$ cat config.mk
export PLATFORM = sky130hd
export DESIGN_NAME = uart_byte_rx_flat
export DESIGN_NICKNAME = d
export VERILOG_FILES = /design/src/rtl/uart_pkg.sv /design/src/rtl/uart_byte_rx_if.sv /design/src/rtl/uart_rx_sync.sv /design/src/rtl/uart_byte_rx.sv /design/src/flat_wrapper.sv
export SDC_FILE = /design/constraint.sdc
export NUM_CORES = 1
export LEC_CHECK = 0
export BUFFER_PORTS_ARGS = -buffer_cell sky130_fd_sc_hd__buf_4
export CAP_MARGIN = 5
export CORE_ASPECT_RATIO = 1.1
export CORE_MARGIN = 5
export CORE_UTILIZATION = 65
export CTS_BUF_LIST = sky130_fd_sc_hd__clkbuf_8
export CTS_CLUSTER_DIAMETER = 120
export CTS_CLUSTER_SIZE = 30
export DETAILED_ROUTE_END_ITERATION = 8
export GPL_TIMING_DRIVEN = 0
export MAX_ROUTING_LAYER = met4
export PLACE_DENSITY = 0.88
export SYNTH_ARGS = -nofsm -noshare
export SYNTH_HDL_FRONTEND = slang
export SYNTH_SLANG_ARGS = --single-unit
$ cat constraint.sdc
create_clock -name clk -period 5.3 [get_ports clk]
set_clock_uncertainty 0.2 [all_clocks]
set_input_delay 0.53 -clock clk [delete_from_list [all_inputs] [get_ports clk]]
set_output_delay 0.53 -clock clk [all_outputs]
set_load 0.03 [all_outputs]
$ cat src/rtl/uart_pkg.sv
// Shared UART definitions: FSM encoding, frame constants, baud math.
// Used by both transmitter and receiver so their bit timing matches.
package uart_pkg;

  typedef enum logic [1:0] {
    IDLE,
    START,
    DATA,
    STOP
  } uart_state_t;

  localparam int   DATA_BITS  = 8;
  localparam logic STOP_LEVEL = 1'b1;

  function automatic int clks_per_bit(
    input int clk_freq,
    input int baud
  );
    return clk_freq / baud;
  endfunction

endpackage

$ cat src/rtl/uart_byte_rx_if.sv
// Receiver-side bundle: serial line in, byte/strobes/busy out.
// master = receiver, slave = line driver plus byte consumer.
interface uart_byte_rx_if;

  logic       rx;
  logic [7:0] data;
  logic       rx_done;
  logic       frame_err;
  logic       busy;

  modport master (
    input  rx,
    output data,
    output rx_done,
    output frame_err,
    output busy
  );

  modport slave (
    output rx,
    input  data,
    input  rx_done,
    input  frame_err,
    input  busy
  );

endinterface

$ cat src/rtl/uart_rx_sync.sv
// Two-flop synchronizer plus edge register for the serial line.
// Ports: clk, rst_n, rx in; rx_s (synced level), fall (high->low) out.
module uart_rx_sync (
  input  logic clk,
  input  logic rst_n,
  input  logic rx,
  output logic rx_s,
  output logic fall
);

  logic s1;
  logic s2;
  logic s3;

  // Reset to idle-high so no false edge appears after reset.
  always_ff @(posedge clk or negedge rst_n) begin
    if (!rst_n) begin
      s1 <= 1'b1;
      s2 <= 1'b1;
      s3 <= 1'b1;
    end else begin
      s1 <= rx;
      s2 <= s1;
      s3 <= s2;
    end
  end

  assign rx_s = s2;
  assign fall = s3 & ~s2;

endmodule

$ cat src/rtl/uart_byte_rx.sv
// 8N1 UART receiver with mid-bit sampling and start-glitch reject.
// Ports: clk, rst_n, bus (rx in; data, rx_done, frame_err, busy out).
module uart_byte_rx #(
  parameter int CLK_FREQ = 50_000_000,
  parameter int BAUD     = 9600
) (
  input  logic           clk,
  input  logic           rst_n,
  uart_byte_rx_if.master bus
);

  import uart_pkg::*;

  localparam int BIT_CNT  = clks_per_bit(CLK_FREQ, BAUD);
  localparam int HALF_CNT = BIT_CNT / 2;
  localparam int CW       = $clog2(BIT_CNT);

  localparam logic [CW-1:0] BIT_END  = CW'(BIT_CNT - 1);
  localparam logic [CW-1:0] HALF_END = CW'(HALF_CNT - 1);
  localparam logic [2:0]    LAST_BIT = 3'(DATA_BITS - 1);

  uart_state_t   state;
  logic [CW-1:0] cnt;
  logic [2:0]    bit_idx;
  logic [7:0]    shreg;
  logic [7:0]    data;
  logic          rx_done;
  logic          frame_err;
  logic          rx_s;
  logic          fall;

  uart_rx_sync u_sync (
    .clk   (clk),
    .rst_n (rst_n),
    .rx    (bus.rx),
    .rx_s  (rx_s),
    .fall  (fall)
  );

  always_ff @(posedge clk or negedge rst_n) begin
    if (!rst_n) begin
      state     <= IDLE;
      cnt       <= '0;
      bit_idx   <= '0;
      shreg     <= '0;
      data      <= '0;
      rx_done   <= 1'b0;
      frame_err <= 1'b0;
    end else begin
      rx_done   <= 1'b0;
      frame_err <= 1'b0;
      unique case (state)
        IDLE: begin
          cnt <= '0;
          if (fall) state <= START;
        end
        START: begin
          if (cnt == HALF_END) begin
            cnt     <= '0;
            bit_idx <= '0;
            // Line back high at mid-start: treat as a glitch.
            state   <= rx_s ? IDLE : DATA;
          end else begin
            cnt <= cnt + 1'b1;
          end
        end
        DATA: begin
          if (cnt == BIT_END) begin
            cnt            <= '0;
            shreg[bit_idx] <= rx_s;
            bit_idx        <= bit_idx + 1'b1;
            if (bit_idx == LAST_BIT) state <= STOP;
          end else begin
            cnt <= cnt + 1'b1;
          end
        end
        STOP: begin
          if (cnt == BIT_END) begin
            cnt   <= '0;
            // Leave at mid-stop so a following start edge is not missed.
            state <= IDLE;
            if (rx_s == STOP_LEVEL) begin
              data    <= shreg;
              rx_done <= 1'b1;
            end else begin
              frame_err <= 1'b1;
            end
          end else begin
            cnt <= cnt + 1'b1;
          end
        end
        default: state <= IDLE;
      endcase
    end
  end

  assign bus.data      = data;
  assign bus.rx_done   = rx_done;
  assign bus.frame_err = frame_err;
  assign bus.busy      = (state != IDLE);

endmodule

$ cat src/flat_wrapper.sv
// flat-port wrapper written by rule: the top's interface ports become plain ports
module uart_byte_rx_flat import uart_pkg::*;
#(
  parameter int CLK_FREQ = 50_000_000,
  parameter int BAUD     = 9600
)
  (clk, rst_n, bus_rx, bus_data, bus_rx_done, bus_frame_err, bus_busy);
  uart_byte_rx_if bus_i ();
  input  logic clk;
  input  logic rst_n;
  input wire logic [$bits(bus_i.rx)-1:0] bus_rx;
  output wire logic [$bits(bus_i.data)-1:0] bus_data;
  output wire logic [$bits(bus_i.rx_done)-1:0] bus_rx_done;
  output wire logic [$bits(bus_i.frame_err)-1:0] bus_frame_err;
  output wire logic [$bits(bus_i.busy)-1:0] bus_busy;
  assign bus_i.rx = bus_rx;
  assign bus_data = bus_i.data;
  assign bus_rx_done = bus_i.rx_done;
  assign bus_frame_err = bus_i.frame_err;
  assign bus_busy = bus_i.busy;
  uart_byte_rx #(.CLK_FREQ(CLK_FREQ), .BAUD(BAUD)) u_core (.clk(clk), .rst_n(rst_n), .bus(bus_i));
endmodule
==> flow_summary.rst <==
.. list-table::
   :header-rows: 1

   * - Metric
     - Value
   * - Net switching power
     - 269 uW
   * - Count of TritonRoute iterations in the first routing pass
     - 4
   * - Minimum hold slack
     - -7.24 ps
   * - Slowest stage cell, crit path
     - sky130_fd_sc_hd__nor4_4
   * - TritonCTS buffer count
     - 5
   * - Normalized max-slew margin
     - 55.7%
   * - Count of vias placed by the detailed router
     - 1387
   * - Root Buffer
     - sky130_fd_sc_hd__clkbuf_8
   * - Portion of the clock cycle consumed by the worst path in the final layout
     - 50.3%
   * - Synth area leader
     - sky130_fd_sc_hd__dfrtp_1
   * - Delay of the slowest cell on the worst path
     - 520 ps
   * - CTS tree
     - built
   * - Min-delay worst type
     - primary input to async pin
   * - Global-route met1 utilization
     - 20.7%
   * - Failing checks
     - negative hold slack
   * - Busiest layer in global routing
     - met2
   * - Ratio of cells with drive above 1 in the final layout
     - 26.5%
   * - Highest fanout seen on the critical path
     - 9
   * - Total internal power
     - 482 uW
   * - Max-slew violation total from the final report
     - 0
   * - Per-cell via count in the routed design
     - 6.22
   * - M3 GR Usage
     - 4.93%
   * - Unrepaired setup endpoints after global routing
     - no
   * - Buffers inserted during post-CTS setup optimization
     - 0
   * - Number of antenna violations at the first check in global routing
     - 0
   * - Endpoint type of the worst setup path
     - register
   * - DRC violation total after the first TritonRoute iteration
     - 34
   * - Critical Setup Path Class
     - register to register
   * - Count of state elements after synthesis
     - 39
   * - Status
     - finished with violations
   * - # port buffers
     - 13
   * - Mapped Nets
     - 178
   * - Syn. warnings
     - 0
   * - Critical path data arrival time
     - 2640 ps
   * - Min Clock Period, post-route
     - 2670 ps
   * - Share of power burned in registers
     - 43.9%
   * - Worst EP required
     - 5270 ps
   * - Layout Area Growth over Synthesis
     - 11.1%
   * - Clk network pwr share
     - 24.6%
   * - Average cell area after synthesis
     - 11.9 um2
   * - Kind of launch point of the worst setup path
     - register
   * - Met2 layer usage reported by global route
     - 37.8%
   * - Remaining design rule violation count
     - 0
   * - Horizontal die dimension
     - 62.9 um
   * - Final setup TNS
     - 0 ps
   * - Routed Wire Length
     - 3690 um
   * - Transition time of the tightest slew-check pin
     - 656 ps
   * - Hold buffer count at CTS
     - 0
   * - Number of gates resized after CTS
     - 0
   * - Max capacitance violation total
     - 0
   * - Number of placement rows
     - 21
   * - Detailed Place HPWL
     - 2700 um
   * - Part of the Yosys area used for sequential elements
     - 49.0%
   * - Kind of cell adding the most delay to the critical path
     - simple AND/OR/NAND/NOR gates
   * - # H-tree levels
     - 2
   * - Final non-filler cell area
     - 2220 um2
   * - Commonest cells after routing, fill and taps aside
     - sky130_fd_sc_hd__dfrtp_1 (36), sky130_fd_sc_hd__buf_4 (14), sky130_fd_sc_hd__nor3_1 (12)
   * - Sum of overflow across all layers after global routing
     - 0
   * - Critical Path, Cell by Cell
     - ha_1, or3b_4, nor4_4, and3_1, buf_6, mux2_4
   * - Peak ir drop on the vdd network
     - 391 uV
   * - First-pass GRT wire length
     - 6660 um
   * - Power per cell area
     - 338 nW/um2
   * - Final Hold Vio Count
     - 5
   * - Number of nets with antenna violations after detailed routing
     - 0
   * - Starting density of the core
     - 66.8%
   * - Vias in the first global route
     - 1462
   * - Worst Path Buf+Inv
     - 1
   * - Core ar.
     - 3000 um2
   * - Combinational Power Share
     - 31.6%
   * - Total placed cells including tap cells
     - 215
   * - Insertion delay to the later sink of the worst-skew pair
     - 290 ps
   * - Io pins
     - 14
   * - Fraction of synthesized cell area taken by the top area cell type
     - 45.1%
   * - Synthesized instance count
     - 168
   * - Timing-limited maximum frequency
     - 375 MHz
   * - Final weighted congestion in routability-driven placement
     - 0.878
   * - Post-synth design cell area
     - 2000 um2
   * - Sw frac
     - 35.8%
   * - Maximum number of buffers from clock root to sink
     - 2
   * - Synth top area cells
     - sky130_fd_sc_hd__dfrtp_1 (45%), sky130_fd_sc_hd__mux2_4 (7.5%), sky130_fd_sc_hd__ha_1 (4.4%), sky130_fd_sc_hd__dfstp_2 (3.9%), sky130_fd_sc_hd__mux2_2 (3.4%)
   * - Register clock-pin slew on the reported worst setup and hold paths
     - 70 ps
   * - Number of different library cells in the post-synthesis netlist
     - 44
   * - Instance area at placement
     - 2140 um2
   * - Most common cell after layout, fill and taps aside
     - sky130_fd_sc_hd__dfrtp_1
   * - Diodes inserted
     - 0
   * - Final setup violating endpoints
     - 0
   * - Post-layout nets
     - 198
   * - Floorplan die area
     - 4290 um2
   * - Maximum number of pins on one net before global-route repair
     - 40
   * - Routed wirelength normalized by instance count
     - 16.5 um
   * - Total leakage power
     - 0.00105 uW
   * - Global router's overall resource usage
     - 20.7%
   * - Die Y
     - 68.2 um
   * - Total clock sinks
     - 39
   * - Count of placed standard cells in the final layout, fillers left out
     - 223
## Yosys cell counts, drive strengths merged
library cell	count
a211oi	2
a21oi	2
and2	1
and3	1
and4	2
buf	5
clkbuf	4
dfrtp	36
dfstp	3
ha	7
inv	5
mux2	16
mux2i	2
nand2	9
nand2b	4
nand3	7
nand3b	2
nand4	5
nand4b	5
nor2	2
nor2b	2
nor3	12
nor3b	2
nor4	1
o2111ai	2
o21ai	5
o221ai	3
o41a	1
o41ai	2
or2	2
or3	2
or3b	2
or4	1
or4b	1
or4bb	1
xnor2	3
xor2	6
## sequential cells by signal (all words and copies together) (netlist names), named ones only
register and count:
u_core.shreg 8, u_core.u_sync.s3 1, u_core.u_sync.s1 1, u_core.bus.frame_err 1
u_core.state 1, u_core.u_sync.rx_s 1, u_core.cnt 13, u_core.bit_idx 3
u_core.bus.data 8, u_core.bus.rx_done 1
## area by class of cell
cell class	count	area, um2
multi-input combinational	115	947
clock inverter	3	12.5
sequential	39	980
fill	210	774
tap	34	42.5
buffer	9	53.8
clock buffer	5	68.8
inverter	5	18.8
timing repair buffer	13	97.6
## per-stage QoR
stage | setup WS [ps] | hold slack, ps | total power, uW | util, %
final | 2630 | -7.24 | 751 | 74.1
after global routing | 2470 | 23.9 | 806 | 74.1
after CTS | 2620 | 12.7 | 755 | 74.1
after detailed placement | 2640 | 151 | 571 | 71.4
after global placement | 2700 | 146 | 559 | 71.4
after floorplan | 2900 | 34.4 | 507 | -
## kinds of logic (layout without fill, tap and decap cells)
| logic type | after synthesis | in the layout | share of synthesized area (%) |
|---|---|---|---|
| xor gates and xnor gates | 9 | 9 | 3.94 |
| and+or+nand+nor | 64 | 64 | 20.8 |
| adders and majority gates | 7 | 7 | 4.38 |
| buffers and inverters | 14 | 35 | 3.63 |
| muxes | 18 | 18 | 11.9 |
| AOI/OAI and AO/OA | 17 | 17 | 6.32 |
| DFF | 39 | 39 | 49.0 |
## power groups by stage
stage               combinational [uW]  clock [uW]  sequential, uW
finish                             237         184             329
global route                       269         205             332
CTS                                238         187             329
detailed placement                 236           0             335
global placement                   226           0             333
floorplan                          176           0             332
## worst paths after layout
path / startpoint / to / slack [ps] / cells past startpoint
max: u_core.cnt[0] / u_core.bus.data[6] / 2630 / 6
min: rst_n / u_core.bus.data[4] / -7 / 1
max reg2reg: u_core.cnt[0] / u_core.bus.data[6] / 2630 / 6
min reg2reg: u_core.u_sync.s1 / u_core.u_sync.rx_s / 160 / 0
max in group asynchronous: rst_n / u_core.u_sync.s1 / 4550 / 1
min in group clk: bus_rx / u_core.u_sync.s1 / 140 / 1
## layer usage
metal | up-vias | routed length [um]
met5 | - | 0
met4 | 0 | 114
met3 | 12 | 135
met2 | 28 | 1960
met1 | 685 | 1470
li1 | 662 | -
(Power assumes the default switching activity.)
